## src/rtl/debounce_pkg.sv

```systemverilog
// ----------------------------------------------------------------------------
// debounce_pkg
//   Shared definitions for the button debouncer and related input
//   conditioning stages.
//
//   Contents:
//     db_state_e           - 2-bit FSM state encoding
//     DEF_STABLE_CYCLES    - default number of agreeing samples to accept
//     DEF_CNT_W            - default stability counter width
//     db_target_level()    - level that a given state holds or is checking for
// ----------------------------------------------------------------------------
package debounce_pkg;

    localparam int DEF_STABLE_CYCLES = 16;
    localparam int DEF_CNT_W         = 5;

    typedef enum logic [1:0] {
        IDLE_LOW   = 2'd0,
        CHECK_HIGH = 2'd1,
        IDLE_HIGH  = 2'd2,
        CHECK_LOW  = 2'd3
    } db_state_e;

    // Level the FSM is either resting at (IDLE_*) or heading towards (CHECK_*).
    function automatic logic db_target_level(input db_state_e st);
        return (st == CHECK_HIGH) || (st == IDLE_HIGH);
    endfunction

endpackage

```

## src/rtl/sync_2ff.sv

```systemverilog
// ----------------------------------------------------------------------------
// sync_2ff
//   Two-flop synchronizer for a single asynchronous bit. Reusable by any
//   stage that samples an input not generated in the clk domain.
//
//   Ports:
//     clk    in   sampling clock
//     reset  in   asynchronous active-low reset (both flops clear to 0)
//     d      in   asynchronous input
//     q      out  synchronized output (second flop)
// ----------------------------------------------------------------------------
module sync_2ff (
    input  logic clk,
    input  logic reset,
    input  logic d,
    output logic q
);

    // First flop may go metastable; only the second one is consumed.
    logic meta;

    always_ff @(posedge clk or negedge reset) begin
        if (!reset) begin
            meta <= 1'b0;
            q    <= 1'b0;
        end else begin
            meta <= d;
            q    <= meta;
        end
    end

endmodule

```

## src/rtl/button_debouncer.sv

```systemverilog
// ----------------------------------------------------------------------------
// button_debouncer
//   Turns a bouncing switch/button input into a clean level plus one-cycle
//   rise/fall pulses. A change of level is accepted only after STABLE_CYCLES
//   consecutive samples agree on the new value; any disagreeing sample
//   abandons the pending change.
//
//   Parameters:
//     STABLE_CYCLES  agreeing samples needed to accept a change (2 .. 2^CNT_W-1)
//     CNT_W          stability counter width (2^CNT_W > STABLE_CYCLES)
//
//   Ports:
//     clk         in   single clock, rising edge
//     reset       in   asynchronous active-low reset
//     btn_in      in   raw input
//     level       out  debounced level (registered)
//     rise_pulse  out  one-cycle pulse on level 0->1 (registered)
//     fall_pulse  out  one-cycle pulse on level 1->0 (registered)
//
//   Build option:
//     DEBOUNCE_SYNC_EN  when defined, btn_in passes through a 2-flop
//                       synchronizer first (adds 2 cycles of latency).
//                       When undefined, btn_in must already be synchronous
//                       to clk.
// ----------------------------------------------------------------------------
module button_debouncer
    import debounce_pkg::*;
#(
    parameter int STABLE_CYCLES = DEF_STABLE_CYCLES,
    parameter int CNT_W         = DEF_CNT_W
) (
    input  logic clk,
    input  logic reset,
    input  logic btn_in,
    output logic level,
    output logic rise_pulse,
    output logic fall_pulse
);

    // Count value at which the STABLE_CYCLES-th agreeing sample commits.
    localparam logic [CNT_W-1:0] CNT_LAST = CNT_W'(STABLE_CYCLES - 1);
    localparam logic [CNT_W-1:0] CNT_ONE  = CNT_W'(1);

    // ------------------------------------------------------------------
    // Sampled input
    // ------------------------------------------------------------------
    logic s;

`ifdef DEBOUNCE_SYNC_EN
    sync_2ff u_sync (
        .clk   (clk),
        .reset (reset),
        .d     (btn_in),
        .q     (s)
    );
`else
    assign s = btn_in;
`endif

    // ------------------------------------------------------------------
    // Debounce FSM
    //   cnt holds the number of agreeing samples seen so far while in a
    //   CHECK_* state; the sample that moves IDLE_* -> CHECK_* is the
    //   first, so entry loads 1. It saturates at CNT_LAST by construction
    //   (that value always leaves the CHECK_* state), so it never wraps.
    // ------------------------------------------------------------------
    db_state_e        state;
    logic [CNT_W-1:0] cnt;

    always_ff @(posedge clk or negedge reset) begin
        if (!reset) begin
            state      <= IDLE_LOW;
            cnt        <= '0;
            level      <= 1'b0;
            rise_pulse <= 1'b0;
            fall_pulse <= 1'b0;
        end else begin
            // Pulses are single-cycle: cleared unless set below.
            rise_pulse <= 1'b0;
            fall_pulse <= 1'b0;

            case (state)
                IDLE_LOW: begin
                    if (s) begin
                        state <= CHECK_HIGH;
                        cnt   <= CNT_ONE;
                    end else begin
                        cnt   <= '0;
                    end
                end

                CHECK_HIGH: begin
                    if (!s) begin
                        // Bounce: drop the pending rise without touching level.
                        state <= IDLE_LOW;
                        cnt   <= '0;
                    end else if (cnt == CNT_LAST) begin
                        state      <= IDLE_HIGH;
                        level      <= 1'b1;
                        rise_pulse <= 1'b1;
                        cnt        <= '0;
                    end else begin
                        cnt <= cnt + CNT_ONE;
                    end
                end

                IDLE_HIGH: begin
                    if (!s) begin
                        state <= CHECK_LOW;
                        cnt   <= CNT_ONE;
                    end else begin
                        cnt   <= '0;
                    end
                end

                CHECK_LOW: begin
                    if (s) begin
                        state <= IDLE_HIGH;
                        cnt   <= '0;
                    end else if (cnt == CNT_LAST) begin
                        state      <= IDLE_LOW;
                        level      <= 1'b0;
                        fall_pulse <= 1'b1;
                        cnt        <= '0;
                    end else begin
                        cnt <= cnt + CNT_ONE;
                    end
                end

                default: begin
                    // Unreachable with a 2-bit encoding; recover to the
                    // state that matches the current level.
                    state <= level ? IDLE_HIGH : IDLE_LOW;
                    cnt   <= '0;
                end
            endcase
        end
    end

    // Debug visibility: level the FSM is currently aiming for.
    logic target;
    assign target = db_target_level(state);

    // A committed level always agrees with the resting state's target.
    // (Kept as a named signal for waveform debug; no logic consumes it.)
    logic unused_target;
    assign unused_target = target;

endmodule

```

## config.mk

```make
export PLATFORM = sky130hd
export DESIGN_NAME = button_debouncer
export DESIGN_NICKNAME = d
export VERILOG_FILES = /design/src/rtl/debounce_pkg.sv /design/src/rtl/sync_2ff.sv /design/src/rtl/button_debouncer.sv
export SDC_FILE = /design/constraint.sdc
export NUM_CORES = 1
export LEC_CHECK = 0
export ABC_AREA = 0
export CELL_PAD_IN_SITES_DETAIL_PLACEMENT = 2
export CELL_PAD_IN_SITES_GLOBAL_PLACEMENT = 2
export CORE_MARGIN = 8
export CORE_UTILIZATION = 29
export DETAILED_ROUTE_END_ITERATION = 7
export PLACE_DENSITY_LB_ADDON = 0.15
export SYNTH_ARGS = -nofsm -noshare
export SYNTH_HDL_FRONTEND = slang
export SYNTH_HIERARCHICAL = 1
export SYNTH_SLANG_ARGS = --single-unit
```

## constraint.sdc

```tcl
create_clock -name clk -period 1.3 [get_ports clk]
set_input_delay 0.13 -clock clk [delete_from_list [all_inputs] [get_ports clk]]
set_output_delay 0.13 -clock clk [all_outputs]
set_load 0.01 [all_outputs]
```

==> reports/metrics.yaml <==
crit_family: "flip-flops"
rsz0062_at_grt: "yes"
vias: 310
io-pin-count: 6
synth.area.top_cells: "dfrtp_1 (59%), xor2_1 (4.1%), mux2_4 (3.5%)"
routed_via_density: 4.84
use_met1_pct: 9.19
postRouteAntennaNets: 0
worstHoldPathType: "in -> async"
dr.first_iter.drc_count: 0
finClkSkew_ns: 0.00286
num_antenna_cells: 0
startpoint_type: "flip-flop"
min_period_ns: 1.31
path_clk_slew_ns: 0.06
grt_use_met3_pct: 4.35
die_w_um: 54.3
die_height_um: 54.3
cts.sinks: 10
crit_buf_inv: 0
start_util_pct: 29.6
critical_path_class: "reg -> reg"
post_route_cells_drive_above_1_share_pct: 29.2
grt_busiest_layer: "met2"
grt_overflow_total: 0
rows: 14
cts_hold_buffers: 0
path_cells: "ha_2 > and4b_4 > nand2_4 > mux2_4"
cts_tree: "built"
crit_fanout: 5
failed_checks: "negative setup slack"
cpPeakStageDelay_ns: 0.39
timing.final.crit_share_pct: 101
grt_usage_pct: 8.73
power_density_mw_per_mm2: 1080
max_freq_mhz: 761
place_hpwl_um: 720
wl_per_cell_um: 14.8
hold_viol: 0
grt_pass1_wl_mm: 1.68
ys.flop_type: "dfrtp_1"
cts_buffers: 3
gp_congestion: 0.692
crit_slowest_cell: "dfrtp_1"
dp_slack_ns: -0.0401
setup_violations: 1
grt_pass1_vias: 353
synth_seq_cells: 10
fin_hold_ws_ns: 0.173
die_area_sq_mm: 0.00295
grt_use_met2_pct: 12.8
grt_max_degree: 11
async_reset_ff_share_pct: 100
antenna_found_initial: 0
ir_worst_vdd_mv: 0.519
worst_skew_pair.late_latency_ns: 0.26
cts.path.max_buffers: 2
io_buffers: 5
report.final.slew_viol_count: 0
drt_first_pass_iters: 1
syn_avg_cell_area_sq_um: 12.2
drc: 0
final_nets: 54
cts_root_buffer: "clkbuf_4"
syn_inst: 35
leakagePower_nw: 0.288
ys_types: 18
synth_enable_flop_cells: 0
synth_most_common_cell: "dfrtp_1"
htree_levels: 1
ys_top_cells_by_count: "dfrtp_1 (10), nand2_1 (4), nor2_1 (3)"
endpoint_kind: "flip-flop"
syn_area_sq_um: 425
cap_violations: 0
arrival_ns: 1.46
finalWorstSetupSlack_ns: -0.0144
cp_data_required_time_ns: 1.45
status: "finished with violations"
tightest_slew_ns: 0.438
yosys.area.top_type: "dfrtp_1"
yosysSeqAreaShare_pct: 58.8
syn_to_final_growth_pct: 33.2
syn-num-nets: 39
relSlewSlack_pct: 70.7
coreArea_sq_mm: 0.00144
wirelength_um: 947
synth_warnings: 6
synth_top_area_share_pct: 58.8
==> power by group <==
| part | internal [mW] | total [mW] | switching (mW) |
|---|---|---|---|
| Combinational | 0.0363 | 0.0644 | 0.0281 |
| Sequential | 0.324 | 0.336 | 0.0123 |
| Clock | 0.107 | 0.210 | 0.103 |
| Total | 0.467 | 0.611 | 0.144 |
==> state kept, by name (all words and copies together) (netlist names), named ones only <==
register    cells
cnt             5
state           1
rise_pulse      1
level           1
fall_pulse      1
==> stage by stage <==
step	setup TNS [ns]	util, %	total power [mW]	std cells	cell area (sq um)
floorplan	0	-	0.369	35	428
global placement	-0.00910	36.2	0.398	59	520
detailed placement	-0.0739	36.2	0.401	59	520
CTS	-0.0242	38.2	0.620	63	549
global route	-0.0757	39.5	0.654	64	567
finish	-0.0144	39.5	0.611	64	567
==> path summary, 6_finish.rpt <==
| kind | cells after the start | slack [ns] | start | to |
|---|---|---|---|---|
| setup / recovery | 4 | -0.01 | cnt[0] | flip-flop |
| setup reg to reg | 4 | -0.01 | cnt[0] | flip-flop |
| hold / removal | 1 | 0.17 | reset | rise_pulse |
| max in group asynchronous | 1 | 0.82 | reset | cnt[1] |
| hold reg to reg | 2 | 0.56 | level | level |
| min in group clk | 2 | 0.56 | level | level |
==> cell usage in the layout, fill, tap and decap left out <==
cell             instances
dfrtp_1                 10
xnor2_1                  1
ha_2                     1
and4b_4                  1
nand3_1                  2
o211ai_1                 1
nand2_4                  1
dlygate4sd2_1            1
clkdlybuf4s50_1          2
and2_1                   1
dlymetal6s2s_1           2
o21ai_0                  1
nand2b_1                 1
buf_4                    5
nor3_1                   1
o31ai_2                  1
xor2_1                   2
nor3b_1                  2
and2_2                   1
mux2_4                   1
nand2_1                  4
clkbuf_4                 3
nor2_1                   3
==> layer usage <==
layer / up-vias / routed length [um] / share of wire, %
met5: - / 0 / 0
met4: 0 / 30 / 3.2
met3: 4 / 39 / 4.1
met2: 4 / 476 / 50
met1: 155 / 401 / 42
li1: 147 / - / -
==> layout make-up <==
cell class	instances	area (sq um)
fill	158	870
sequential	10	250
multi-input combinational	25	183
timing repair buffer	10	91.3
clock buffer	3	22.5
tap	16	20.0
==> kinds of logic after synthesis <==
family / Yosys count / synth area share, %
mux: 1 / 3.53
simple gates: 17 / 23.8
compound gates: 3 / 4.71
fa+ha+maj: 1 / 2.94
xor+xnor: 3 / 6.18
flops: 10 / 58.8
==> timing repair <==
action                                  in CTS  in global routing
buffers inserted                             1                  1
endpoints found under the setup margin       2                  5
gates cloned                                 0                  0
resized for setup                            1                  3
Power figures use the tool's default switching activity.
==> RTL edit: new RTL, same settings <==
Build with the macro `DEBOUNCE_SYNC_EN` defined.
--- a/src/rtl/button_debouncer.sv
+++ b/src/rtl/button_debouncer.sv
@@ -25,2 +25,4 @@
 // ----------------------------------------------------------------------------
+`define DEBOUNCE_SYNC_EN
+
 module button_debouncer
Formal check against the unedited RTL: same outputs for any inputs over 10 cycles, from zero or initial values and one cycle with reset low; that may be too few to reach the edited logic, so the function may still have changed.
==> RTL edit against the original RTL <==
The run still ends with negative setup slack left; synthesized area is 12% higher; wire length up 13%; clock power up 41%; die area up 8.2%; largest power group unchanged; power rose by 20%; setup slack worse by 11 ps; sequential share of layout area increased by 2.4 points; synthesized cell count up 5.7%; sequential cell count grew 2; final cell count grew 7.8%; maximum frequency down 0.86%; final area is 14% higher.
==> RTL edit: results (changes against the original RTL) <==
Global route
  • First-pass GRT wire length: 1849 um (+9.9%)
  • Initial antenna violation count: 0 (unchanged)
  • Pin count of the biggest net entering global routing: 13 (+2)
  • Gr usage total: 0.07472 (-0.01260)
  • Number of global-route vias before repair: 407 (+15%)

Synthesis
  • Commonest cells post-synth: dfrtp_1, nand2_1, nor2_1
  • Synth cell types: 18 (unchanged)
  • Asr flop ratio synth: 1.000 (unchanged)
  • Top cells by area, synth: dfrtp_1, xor2_1, mux2_4
  • YS warnings: 6 (unchanged)
  • Synthesized netlist cell count: 37 (+5.7%)
  • Syn nets: 41 (+5.1%)
  • Sequential share of the synthesized area: 0.6316 (+0.04334)
  • Top_reg_cell synth: dfrtp_1

Timing
  • Slew of the pin with the lowest slew margin: 527.1 ps (+88.93 ps)
  • Clock skew: 8.456 ps (+5.596 ps)
  • Setup ws final: -25.83 ps (-11.46 ps)
  • Final setup vio count: 1 (unchanged)

Clocking
  • TritonCTS Buffers: 3 (unchanged)
  • Bufs on Longest Clock Path: 2 (unchanged)
  • Root Driver: clkbuf_4
  • Htree depth: 1 (unchanged)
  • Clock Latency Late Sink: 270 ps
  • Register clock-pin slew on the reported worst setup and hold paths: 80 ps (+20 ps)

Drt
  • Post-DR wirelength/cell: 15.52 um (+4.9%)
  • DRT iter0 DRCs: 1 (+1)
  • DR pass1 iterations: 2 (+1)
  • Via count: 331 (+6.8%)

Finish
  • Final Non-Filler Cells: 69 (+7.8%)
  • Diode count: 0 (unchanged)
  • Largest Register: cnt
  • Number of flip-flops in the largest register: 5 (unchanged)
  • Final nets: 58 (+7.4%)
  • Share of layout cells above drive strength 1: 0.3208 (+0.02909)

Run status
  • Status: complete, but fails checks
  • Failing checks: negative setup slack

Power
  • LEAKAGE: 0.0003384 uW (+18%)
  • VDD IR-drop max: 393.1 uV (-24%)

Placement
  • Place WS: 9.467 ps (+49.60 ps)
  • Gpl congestion: 0.7382 (+6.7%)
  • Hpwl dp: 720 um (unchanged)
  • Port-buffer cells: 5 (unchanged)
  • Placed Cells: 62 (+5.1%)

Min path
  • Hold Path Class: input port to asynchronous set/reset pin

Worst setup path
  • Worst Path Max Fanout: 4 (-1)
  • CP arrival: 1480 ps (+20 ps)
==> RTL edit: per-stage QoR <==
| step | TNS (ps) | power (uW) | hold slack, ps | area, sq um | util |
|---|---|---|---|---|---|
| 2_1_floorplan | 0 | 408.3 | -165.6 | 478.0 | - |
| 3_3_place_gp | 0 | 428.5 | 339.8 | 578.1 | 0.3793 |
| 3_5_place_dp | 0 | 431.9 | 337.8 | 578.1 | 0.3793 |
| 4_1_cts | 0 | 744.7 | 210.4 | 628.1 | 0.4122 |
| 5_1_grt | -76.91 | 774.7 | 232.2 | 645.6 | 0.4236 |
| 6_report | -25.83 | 730.8 | 193.1 | 645.6 | 0.4236 |
==> RTL edit: cell families after synthesis <==
kind of cell	synth area share
DFF	0.6316
xor gates and xnor gates	0.05527
and+or+nand+nor	0.2131
AOI/OAI and AO/OA	0.04211
muxes	0.03157
adders and majority gates	0.02631
==> RTL edit: metal layers <==
layer / vias to the layer above / track usage / wire length, um
met3: 0 / 0.03146 / 56
met5: - / 0 / 0
li1: 158 / - / -
met4: 0 / 0.04124 / 0
met1: 167 / 0.08758 / 509
met2: 6 / 0.1113 / 506
==> RTL edit: cell type report <==
class | instances | area [sq um]
Sequential cell | 12 | 300.3
Fill cell | 151 | 878.3
Multi-Input combinational cell | 25 | 182.7
Timing Repair Buffer | 12 | 106.4
Tap cell | 16 | 20.02
Clock buffer | 4 | 36.28
==> RTL edit: path summary, 6_finish.rpt <==
| kind | start | depth (start not counted) | to | slack (ps) |
|---|---|---|---|---|
| max | cnt[0] | 4 | flop | -30 |
| min | reset | 1 | cnt[3] | 190 |
| max reg2reg | cnt[0] | 4 | flop | -30 |
| min reg2reg | u_sync/meta | 0 | u_sync/q | 360 |
| max in group asynchronous | reset | 1 | u_sync/meta | 750 |
| min in group clk | btn_in | 1 | u_sync/meta | 300 |
==> RTL edit: timing repair <==
action	in CTS	in global routing
pin swaps	1	2
gates resized for setup	1	3
setup endpoints to repair	2	5
buffers inserted	2	1
==> RTL edit: critical path: stages, from the launching register on <==
cell and delay, ps:
dfrtp_1 380, ha_2 180, and4b_4 270, nand2_4 70
mux2_4 300
==> RTL edit: power by group <==
| group | leakage, uW | switching [uW] | total (uW) | internal, uW |
|---|---|---|---|---|
| combinational | 0.000159 | 19.2 | 43.3 | 24.0 |
| sequential | 0.000158 | 8.65 | 390 | 382 |
| clock | 0.0000210 | 127 | 297 | 170 |
| total | 0.000338 | 155 | 731 | 576 |
